## src/rtl/z80_bus_master.sv

```systemverilog
// Z80-style bus initiator: turns single-beat commands into T1/T2/TW/T3 memory and I/O cycles.
// Define Z80_BUS_MASTER_TIMEOUT_EN to abort cycles after WAIT_MAX wait states (rsp_err = 1).
module z80_bus_master #(
    parameter int TDIV     = 4,
    parameter int WAIT_MAX = 255
) (
    input  logic        clk,
    input  logic        rst_n,
    input  logic        cmd_valid,
    output logic        cmd_ready,
    input  logic        cmd_we,
    input  logic        cmd_io,
    input  logic [15:0] cmd_addr,
    input  logic [7:0]  cmd_wdata,
    output logic        rsp_valid,
    output logic [7:0]  rsp_rdata,
    output logic        rsp_err,
    output logic [15:0] address,
    output logic [7:0]  data_out,
    output logic        data_oe,
    input  logic [7:0]  data_in,
    output logic        mreq_n,
    output logic        ioreq_n,
    output logic        rd_n,
    output logic        wr_n,
    output logic        m1_n,
    input  logic        wait_n
);

    typedef enum logic [2:0] {
        S_IDLE = 3'd0,
        S_T1   = 3'd1,
        S_T2   = 3'd2,
        S_TW   = 3'd3,
        S_T3   = 3'd4
    } state_e;

    localparam logic [7:0] TLAST_C = 8'(TDIV - 1);

    state_e      state_q, state_d;
    logic [7:0]  tcount_q;
    logic        we_q, io_q;
    logic        sync1_q, sync2_q;
    logic [15:0] address_q;
    logic [7:0]  data_out_q;
    logic        data_oe_q;
    logic        mreq_n_q, ioreq_n_q, rd_n_q, wr_n_q;
    logic        rsp_valid_q;
    logic [7:0]  rsp_rdata_q;
    logic        rsp_err_q;

    logic        tlast_s, wait_s, limit_s, hold_s, accept_s, done_s, strobe_s, aborted_s;

`ifdef Z80_BUS_MASTER_TIMEOUT_EN
    localparam logic [7:0] WAIT_MAX_C = 8'(WAIT_MAX);
    logic [7:0]  wait_cnt_q;
    logic        abort_q;
    logic        count_tw_s, abort_set_s;
`endif

    // Next-state decode; an I/O cycle always takes one TW after T2 before wait_n is honoured.
    always_comb begin
        tlast_s  = (tcount_q == TLAST_C);
        wait_s   = ~sync2_q;
`ifdef Z80_BUS_MASTER_TIMEOUT_EN
        limit_s   = (wait_cnt_q == WAIT_MAX_C);
        aborted_s = abort_q;
`else
        limit_s   = 1'b0;
        aborted_s = 1'b0;
`endif
        hold_s   = wait_s & ~limit_s;
        accept_s = (state_q == S_IDLE) & cmd_valid;
        done_s   = (state_q == S_T3) & tlast_s;
        state_d  = state_q;
        case (state_q)
            S_IDLE: begin
                if (cmd_valid) state_d = S_T1;
                else           state_d = S_IDLE;
            end
            S_T1: begin
                if (tlast_s) state_d = S_T2;
                else         state_d = S_T1;
            end
            S_T2: begin
                if (tlast_s) begin
                    if (io_q || hold_s) state_d = S_TW;
                    else                state_d = S_T3;
                end else begin
                    state_d = S_T2;
                end
            end
            S_TW: begin
                if (tlast_s) begin
                    if (hold_s) state_d = S_TW;
                    else        state_d = S_T3;
                end else begin
                    state_d = S_TW;
                end
            end
            S_T3: begin
                if (tlast_s) state_d = S_IDLE;
                else         state_d = S_T3;
            end
            default: state_d = S_IDLE;
        endcase
        strobe_s = (state_d == S_T2) | (state_d == S_TW) | (state_d == S_T3);
    end

`ifdef Z80_BUS_MASTER_TIMEOUT_EN
    // Timeout qualifiers: the mandatory I/O wait state is not counted.
    always_comb begin
        count_tw_s  = tlast_s & (state_d == S_TW) & ~((state_q == S_T2) & io_q);
        abort_set_s = tlast_s & wait_s & limit_s &
                      ((state_q == S_TW) | ((state_q == S_T2) & ~io_q));
    end

    // Wait-state counter and abort flag, both cleared while idle.
    always_ff @(posedge clk) begin
        if (!rst_n) begin
            wait_cnt_q <= 8'd0;
            abort_q    <= 1'b0;
        end else if (state_q == S_IDLE) begin
            wait_cnt_q <= 8'd0;
            abort_q    <= 1'b0;
        end else begin
            if (count_tw_s) wait_cnt_q <= wait_cnt_q + 8'd1;
            else            wait_cnt_q <= wait_cnt_q;
            if (abort_set_s) abort_q <= 1'b1;
            else             abort_q <= abort_q;
        end
    end
`endif

    // Bus FSM state, T-state divider, wait synchronizer and registered bus outputs.
    always_ff @(posedge clk) begin
        if (!rst_n) begin
            state_q     <= S_IDLE;
            tcount_q    <= 8'd0;
            we_q        <= 1'b0;
            io_q        <= 1'b0;
            sync1_q     <= 1'b1;
            sync2_q     <= 1'b1;
            address_q   <= 16'h0000;
            data_out_q  <= 8'h00;
            data_oe_q   <= 1'b0;
            mreq_n_q    <= 1'b1;
            ioreq_n_q   <= 1'b1;
            rd_n_q      <= 1'b1;
            wr_n_q      <= 1'b1;
            rsp_valid_q <= 1'b0;
            rsp_rdata_q <= 8'h00;
            rsp_err_q   <= 1'b0;
        end else begin
            state_q <= state_d;
            sync1_q <= wait_n;
            sync2_q <= sync1_q;
            if ((state_q == S_IDLE) || tlast_s) tcount_q <= 8'd0;
            else                                tcount_q <= tcount_q + 8'd1;

            if (accept_s) begin
                we_q      <= cmd_we;
                io_q      <= cmd_io;
                address_q <= cmd_addr;
                data_oe_q <= cmd_we;
                if (cmd_we) data_out_q <= cmd_wdata;
                else        data_out_q <= data_out_q;
            end else if (done_s) begin
                data_oe_q <= 1'b0;
            end else begin
                data_oe_q <= data_oe_q;
            end

            mreq_n_q  <= ~(strobe_s & ~io_q);
            ioreq_n_q <= ~(strobe_s & io_q);
            rd_n_q    <= ~(strobe_s & ~we_q);
            wr_n_q    <= ~(strobe_s & we_q);

            rsp_valid_q <= done_s;
            rsp_err_q   <= done_s & aborted_s;
            if (done_s && !we_q && !aborted_s) rsp_rdata_q <= data_in;
            else                               rsp_rdata_q <= rsp_rdata_q;
        end
    end

    assign cmd_ready = (state_q == S_IDLE) & rst_n;
    assign rsp_valid = rsp_valid_q;
    assign rsp_rdata = rsp_rdata_q;
    assign rsp_err   = rsp_err_q;
    assign address   = address_q;
    assign data_out  = data_out_q;
    assign data_oe   = data_oe_q;
    assign mreq_n    = mreq_n_q;
    assign ioreq_n   = ioreq_n_q;
    assign rd_n      = rd_n_q;
    assign wr_n      = wr_n_q;
    assign m1_n      = 1'b1;

endmodule

```

## config.mk

```make
export PLATFORM = sky130hd
export DESIGN_NAME = z80_bus_master
export DESIGN_NICKNAME = d
export VERILOG_FILES = /design/src/rtl/z80_bus_master.sv
export SDC_FILE = /design/constraint.sdc
export NUM_CORES = 1
export LEC_CHECK = 0
export ABC_AREA = 1
export CAP_MARGIN = 40
export CORE_ASPECT_RATIO = 0.6
export CORE_MARGIN = 8
export CORE_UTILIZATION = 43
export DETAILED_ROUTE_END_ITERATION = 8
export PLACE_DENSITY = 0.89
export SYNTH_ARGS = -nofsm -noshare
export SYNTH_HDL_FRONTEND = slang
export SYNTH_SLANG_ARGS = --single-unit
export TNS_END_PERCENT = 1
```

## constraint.sdc

```tcl
create_clock -name clk -period 1.6 [get_ports clk]
set_input_delay 0.16 -clock clk [delete_from_list [all_inputs] [get_ports clk]]
set_output_delay 0.16 -clock clk [all_outputs]
set_load 0.03 [all_outputs]
```

* Yosys cells after proc, flatten, opt, wreduce, memory -nomap -nowiden *
Cells that the tools add are included.

operators by class
  $add $sub $neg = 1
  multiply operators = 0
  div/mod/pow operators = 0
  magnitude comparators = 0
  equal/unequal tests = 8
  shift-type cells = 0
  mux-type cells = 10
  bitwise gates (word level) = 17
  reductions and logical operators = 8

operators by type and width
  cell                   count
  $mux W3                5
  $pmux W3 S5            1
  $eq A3 B2 Y1 const B   4
  $add A8 B1 Y8 const B  1
  $eq A8 B2 Y1 const B   1
  $not A1 Y1             8
  $and A1 B1 Y1          7
  $eq A3 B3 Y1 const B   2
  $eq A3 B1 Y1 const B   1
  $logic_not A3 Y1       1
  $mux W1                3
  $logic_or A1 B1 Y1     2
  $mux W2                1
  $or A1 B1 Y1           2
  $reduce_and A2 Y1      1
  $reduce_bool A2 Y1     1
  $reduce_or A2 Y1       1
  $logic_and A1 B1 Y1    1
  $logic_not A1 Y1       1

word-level totals
  bits in registers = 53
  bits in latches = 0
  RAM bits = 0
  bits in read-only memories = 0
  input bits = 38
  logic and storage cells = 59
  memories kept = 0

* Longest topological paths before layout *
Gate-level depths: netlist of run 1.

  depth after elaboration = 10
  mapped depth = 9
  depth with buffers taken out = 9

* Worst setup path after synthesis of run 1 *
OpenSTA, ideal clock, no wires.

  path kind = reg-to-reg
  from = reg tcount_q[0]
  to = reg tcount_q[7]
  setup time = 0.115 ns
  arrival = 1.211 ns
  slack = 0.274 ns
  cell stages (with the launch flop) = 9
  cell sequence = dfxtp_1 > ha_1 > nand3_2 > nor2_4 > inv_2 > nand3_1 > inv_1 > nand2_1 > nor2_1

between the ends
  cells in the longest elaborated chain, start to end = 3

ends and longest elaborated chain
  what                                                   RTL line  text
  start, declared                                        41        logic [7:0] tcount_q;
  start signal, assigned                                 159       else tcount_q <= tcount_q + 8'd1;
  branches (longest 3 deep; another with $add A8 B1 Y8)  --

Several ways; the timed one is not identified.
A chain may end at the register's enable or synchronous reset.

* Final worst setup path of run 1 *
  from = reg address_q[9] (netlist: address[9])
  to = out address[9]

RTL lines
  what                    RTL line  text
  start, declared         44        logic [15:0] address_q;
  start signal, assigned  164       address_q <= cmd_addr;
  end, declared           18        output logic [15:0] address,

No word-level cell between the ends.

==> results of run 1 <==
==> area by class of cell <==
class	instances	area, um^2	area share [%]
clock inverter	2	35.03	1.166
clock buffer	5	68.82	2.291
inverter	23	93.84	3.124
timing repair buffer	82	815.8	27.16
tap	63	78.83	2.624
multi-input combinational	184	850.8	28.32
sequential	53	1061	35.32
==> per-stage QoR <==
stage          total power [W]  utilization, %
2_1_floorplan         0.001634               -
4_1_cts               0.002672           64.75
5_1_grt               0.002776           64.80
3_5_place_dp          0.001827           62.51
3_3_place_gp          0.001820           62.51
6_report              0.002648           64.80
==> sequential cells by signal (all words and copies together), names as in the netlist, 3 cells and up <==
signal	flops
data_out	8
rsp_rdata	8
tcount_q	8
address	16
state_q	3
==> logic make-up (layout without fill, tap and decap cells) <==
group / Yosys count / in the layout / synth area share, %
AND/OR/NAND/NOR: 140 / 140 / 29.41
flip-flops: 53 / 53 / 50.69
AO/OA/AOI/OAI: 40 / 40 / 9.743
buffers and inverters: 34 / 112 / 8.786
other: 2 / 2 / 0.3588
adder cells (fa/ha/maj): 1 / 1 / 0.5976
XOR/XNOR: 1 / 1 / 0.4185
==> power breakdown <==
| part | switching [W] | internal [W] | total, W |
|---|---|---|---|
| sequential | 0.0000256 | 0.00136 | 0.00139 |
| combinational | 0.000212 | 0.000194 | 0.000406 |
| clock | 0.000399 | 0.000455 | 0.000854 |
| total | 0.000637 | 0.00201 | 0.00265 |
==> path summary, 6_finish.rpt <==
| kind | from | endpoint | slack (ns) | depth (start not counted) |
|---|---|---|---|---|
| min | cmd_addr[8] | address[8] | 0.41 | 3 |
| min reg2reg | sync1_q | sync2_q | 0.42 | 1 |
| max | address[9] | address[9] | 0.10 | 1 |
| max reg2reg | tcount_q[0] | rsp_rdata[2] | 0.14 | 7 |
==> synth_stat cells (all sizes together) <==
| master | count |
|---|---|
| a21oi | 36 |
| ha | 1 |
| buf | 7 |
| nor2 | 27 |
| and3 | 1 |
| xor2 | 1 |
| nand3 | 17 |
| clkinv | 1 |
| conb | 2 |
| o22ai | 1 |
| or2 | 2 |
| dfxtp | 53 |
| a21boi | 1 |
| nor3 | 3 |
| nand2 | 88 |
| o21ai | 2 |
| nand3b | 1 |
| clkbuf | 4 |
| nor3b | 1 |
| inv | 22 |
==> per-layer routing <==
metal	vias up	wire length [um]	part of all wire, %	track usage [%]
met5	-	0	0	0
met4	0	24	0.44	2.791
met3	2	558	10	7.418
met2	73	2326	42	22.24
met1	889	2596	47	19.12
li1	1002	-	-	-
==> repair_timing <==
action	in CTS	in global routing
hold endpoints to repair	0	0
resized for setup	0	1
endpoints found under the setup margin	0	6
==> out/qor.csv, run 1 <==
stage,metric,value,unit
clocking,Clock Latency Late Sink,0.29,ns
worst_hold_path,HP Class,input pin to flip-flop,
clocking,clock root cell,clkbuf_8,
route,Iteration-0 DRC Markers,93,
placement,Place WS,0.1060,ns
yosys,Syn Area/Cell,7.724,um^2
final_layout,"non-filler cells, final",412,
critical_path,critical path's slowest cell,clkdlybuf4s50_1,
timing,setup ws final,0.1001,ns
global_route,grt ovf,0,
timing,# setup viols final,0,
yosys,Synth Register Bits,53,
floorplanning,initial core utilization,45.16,%
power,Leak Pwr,1.248,nW
run,max_cap viols,0,
critical_path,Worst Path Required,1.44,ns
placement,final RePlAce weighted congestion,0.8124,
yosys,"Seq/Total Area, Yosys",50.69,%
yosys,Yosys top cell by area,dfxtp_1,
clocking,# hold bufs at CTS,0,
floorplanning,IO Count,79,
yosys,Synth warnings,0,
route,via-per-instance ratio,4.772,
final_layout,share of cells above drive strength 1,8.309,%
power,worst vdd ir,0.5151,mV
final_layout,highest-count cells in the layout ignoring fill and taps,"nand2_1, clkdlybuf4s50_1, dfxtp_1",
placement,Port Buf Inserts,76,
route,Final ANT Viol Nets,0,
route,post-route DRC violation count,0,
route,via count,1966,
global_route,vias in the first global route,1931,
yosys,Synth Cell Area,2093,um^2
critical_path,critical path launch point type,flip-flop,
timing,Final min period,1.500,ns
route,Post-Route WL,5506,um
timing,Fin. Hold Viols,0,
timing,period utilization,93.75,%
critical_path,cell family with most CP delay,buffers and inverters,
critical_path,Setup CP Type,flip-flop to primary output,
final_layout,"Design Area, Final",3004,um^2
critical_path,Worst path max stage delay,0.69,ns
yosys,Cell variety after synth,28,
yosys,synth top area cells,"dfxtp_1, nand2_1, a21oi_1",
placement,Post-DP HPWL,4325,um
placement,dpl cells,405,
timing,Max Clock Skew,0.006549,ns
clocking,Clock Tree Buf Depth,2,
yosys,"Net Count, Synth",310,
timing,Setup TNS,0,ns
final_layout,Final #Nets,388,
final_layout,fillers,410,
clocking,clock sink count,53,
timing,FMAX,666.7,MHz
final_layout,Layout area overhead,43.51,%
floorplanning,row count,19,
timing,Final Max Slew Viols,0,
critical_path,crit end category,primary output,
power,PwrDens,881.6,nW/um^2
floorplanning,Die Width,106.1,um
clocking,CTS H-tree lvls,2,
global_route,largest net degree at the start of global routing,24,
placement,Post-DP Area,2898,um^2
critical_path,crit path buf inv count,1,
global_route,Total Routing Usage GR,14.98,%
yosys,Synth Instances,271,
timing,RSZ-0062 raised after global routing,false,
clocking,TritonCTS clock tree,built,
critical_path,"Max FO, Critical Path",2,
critical_path,CP cell instances,clkdlybuf4s50_1,
route,first-pass iteration count of the detailed router,4,
floorplanning,full die area,7430,um^2
global_route,global-route wire length before repair,9211,um
clocking,Worst-path clk slew,0.09,ns
yosys,Synth top area share,50.69,%
clocking,CTS Buf Count,5,
floorplanning,Die Ht,70.05,um
route,routed len/inst,13.36,um
run_status,run status,"finished, final reports clean",
floorplanning,CORE AREA,4636,um^2
final_layout,antenna cells,0,
clocking,postcts setup bufs,0,
timing,WHS,0.4094,ns
critical_path,CP Data Arrival Time,1.34,ns
final_layout,"commonest non-fill, non-tap cell in the layout",nand2_1,
global_route,antenna violations before repair,0,
Note: power is estimated with default switching activity, not from simulation.
==> inputs of run 2 (changes only) <==
--- a/config.mk
+++ b/config.mk
@@ -11,7 +11,7 @@
 export CORE_MARGIN = 8
 export CORE_UTILIZATION = 43
 export DETAILED_ROUTE_END_ITERATION = 8
-export PLACE_DENSITY = 0.89
+export PLACE_DENSITY = 0.87
 export SYNTH_ARGS = -nofsm -noshare
 export SYNTH_HDL_FRONTEND = slang
 export SYNTH_SLANG_ARGS = --single-unit
==> out/qor.csv, run 2 (synthesis results as in run 1) <==
stage,metric,value,unit,change
critical_path,flop2flop setup slack,0.18,ns,+0.04 ns
final_layout,antenna cells,0,,unchanged
placement,final RePlAce weighted congestion,0.8214,,+1.1%
floorplanning,IO Count,79,,unchanged
critical_path,CP cell instances,clkdlybuf4s50_1,,
final_layout,multi-input combinational cell area,850.8,um^2,unchanged
timing,Max Clock Skew,0.009697,ns,+0.003148 ns
floorplanning,Die Ht,70.05,um,unchanged
critical_path,r2r worst-path depth,7,,unchanged
final_layout,fillers,414,,+0.98%
critical_path,Setup CP Type,flip-flop to primary output,,
placement,Place WS,0.1374,ns,+0.03135 ns
clocking,clock root cell,clkbuf_8,,
final_layout,max FFs per register,16,,unchanged
clocking,Clock Latency Late Sink,0.30,ns,about the same
final_layout,highest-count cells in the layout ignoring fill and taps,"nand2_1, clkdlybuf4s50_1, dfxtp_1",,
timing,# setup viols final,0,,unchanged
timing,Final min period,1.500,ns,+0.0004048 ns
placement,dpl cells,406,,+0.25%
route,Final ANT Viol Nets,0,,unchanged
route,Iteration-0 DRC Markers,144,,+55%
floorplanning,Die Width,106.1,um,unchanged
critical_path,"Max FO, Critical Path",2,,unchanged
floorplanning,full die area,7430,um^2,unchanged
global_route,antenna violations before repair,0,,unchanged
clocking,post-cts gate resize count,0,,unchanged
critical_path,r2r startpoint,tcount_q[0],,
worst_hold_path,HP Class,input pin to flip-flop,,
timing,RSZ-0062 raised after global routing,false,,
power,Clk pwr share,33.9,%,+1.7 points
route,via count,1935,,-1.6%
global_route,Total Routing Usage GR,14.68,%,-0.30 points
clocking,Worst-path clk slew,0.09,ns,about the same
critical_path,Worst path max stage delay,0.70,ns,about the same
route,first-pass iteration count of the detailed router,4,,unchanged
final_layout,share of cells above drive strength 1,8.547,%,+0.24 points
worst_hold_path,hold path endpoint,address[8],,
clocking,CTS Buf Count,5,,unchanged
clocking,# hold bufs at CTS,0,,unchanged
clocking,postcts setup bufs,0,,unchanged
power,PwrDens,898.2,nW/um^2,+1.9%
power,sw frac,23.81,%,-0.23 points
power,Leak Pwr,1.257,nW,+0.69%
clocking,TritonCTS clock tree,built,,
timing,setup ws final,0.09965,ns,-0.0004048 ns
final_layout,"non-filler cells, final",414,,+0.49%
route,Post-Route WL,5334,um,-3.1%
worst_hold_path,hold_sp,cmd_addr[8],,
critical_path,FF-to-FF End,rsp_rdata[3],,
global_route,vias in the first global route,1962,,+1.6%
power,worst vdd ir,0.5190,mV,+0.76%
clocking,Clock Tree Buf Depth,2,,unchanged
power,Overall Power,0.002716,W,+2.6%
timing,Final Max Slew Viols,0,,unchanged
critical_path,crit path buf inv count,1,,unchanged
critical_path,cell family with most CP delay,buffers and inverters,,
power,Flop pwr share,51.1,%,-1.3 points
critical_path,CP Data Arrival Time,1.34,ns,about the same
final_layout,Layout area overhead,44.47,%,
route,routed len/inst,12.88,um,-3.6%
timing,period utilization,93.77,%,about the same
clocking,clock sink count,53,,unchanged
power,NetSw,0.0006467,W,+1.6%
placement,Post-DP HPWL,4173,um,-3.5%
run_status,run status,"finished, final reports clean",,
placement,Port Buf Inserts,76,,unchanged
critical_path,crit end category,primary output,,
final_layout,"commonest non-fill, non-tap cell in the layout",nand2_1,,
power,combinational power share,15.0,%,-0.3 points
global_route,global-route wire length before repair,9149,um,-0.67%
timing,Fin. Hold Viols,0,,unchanged
global_route,grt ovf,0,,unchanged
route,post-route DRC violation count,0,,unchanged
route,via-per-instance ratio,4.674,,-2.1%
timing,Setup TNS,0,ns,unchanged
floorplanning,initial core utilization,45.16,%,unchanged
run,max_cap viols,0,,unchanged
global_route,largest net degree at the start of global routing,20,,-17%
floorplanning,CORE AREA,4636,um^2,unchanged
floorplanning,row count,19,,unchanged
clocking,CTS H-tree lvls,2,,unchanged
final_layout,Sequential cell area,1061,um^2,unchanged
worst_hold_path,Hold Crit Depth,3,,unchanged
final_layout,Final #Nets,389,,+0.26%
timing,FMAX,666.5,MHz,about the same
critical_path,critical path launch point type,flip-flop,,
critical_path,critical path's slowest cell,clkdlybuf4s50_1,,
power,internal power,0.002070,W,+2.9%
critical_path,Worst Path Required,1.44,ns,about the same
run 2: cell count changes in the layout (fill, tap and decap cells not counted):
cell      change
clkinv_2      -1
buf_4         +1
clkbuf_8      +1
clkbuf_1      +1
run 2: cell type report:
type                       instances  area share [%]
clock buffer                       7           2.855
tap                               63           2.607
sequential                        53           35.08
timing repair buffer              83           27.22
clock inverter                     1          0.9930
multi-input combinational        184           28.13
inverter                          23           3.103
run 2: worst max-delay path by stage:
stage | from | end | cells past startpoint
2_1_floorplan | tcount_q[0] | tcount_q[7] | 8
3_3_place_gp | tcount_q[0] | rsp_rdata[2] | 7
3_5_place_dp | tcount_q[0] | rsp_rdata[3] | 7
4_1_cts | data_oe | data_oe | 1
5_1_grt | tcount_q[0] | rd_n | 9
6_report | data_out[6] | data_out[6] | 1
run 2: stage by stage:
stage	hold WS (ns)	utilization, %	instance area (um^2)
global placement	0.3981	62.67	2905
detailed placement	0.4164	62.67	2905
CTS	0.3989	65.18	3022
floorplan	0.2666	-	2093
finish	0.4074	65.24	3024
global route	0.4101	65.24	3024
run 2: power groups by stage:
stage | clock [W] | combinational [W] | sequential (W)
after floorplan | 0 | 0.000150 | 0.00148
after global placement | 0 | 0.000407 | 0.00142
after detailed placement | 0 | 0.000409 | 0.00142
after CTS | 0.000944 | 0.000411 | 0.00139
after global routing | 0.000990 | 0.000441 | 0.00140
final | 0.000920 | 0.000407 | 0.00139
run 2: tightest hold or removal path: cells and delay by family:
kind,cells,cell delay (ns)
AOI/OAI and AO/OA,1,0.05
buffers and inverters,1,0.39
and+or+nand+nor,1,0.06
run 2: layer usage:
layer	part of all wire, %	GRT usage [%]	vias to the layer above
met2	42	22.17	76
met4	0.32	3.256	0
li1	-	-	1007
met5	0	0	-
met3	12	8.059	2
met1	45	17.81	850
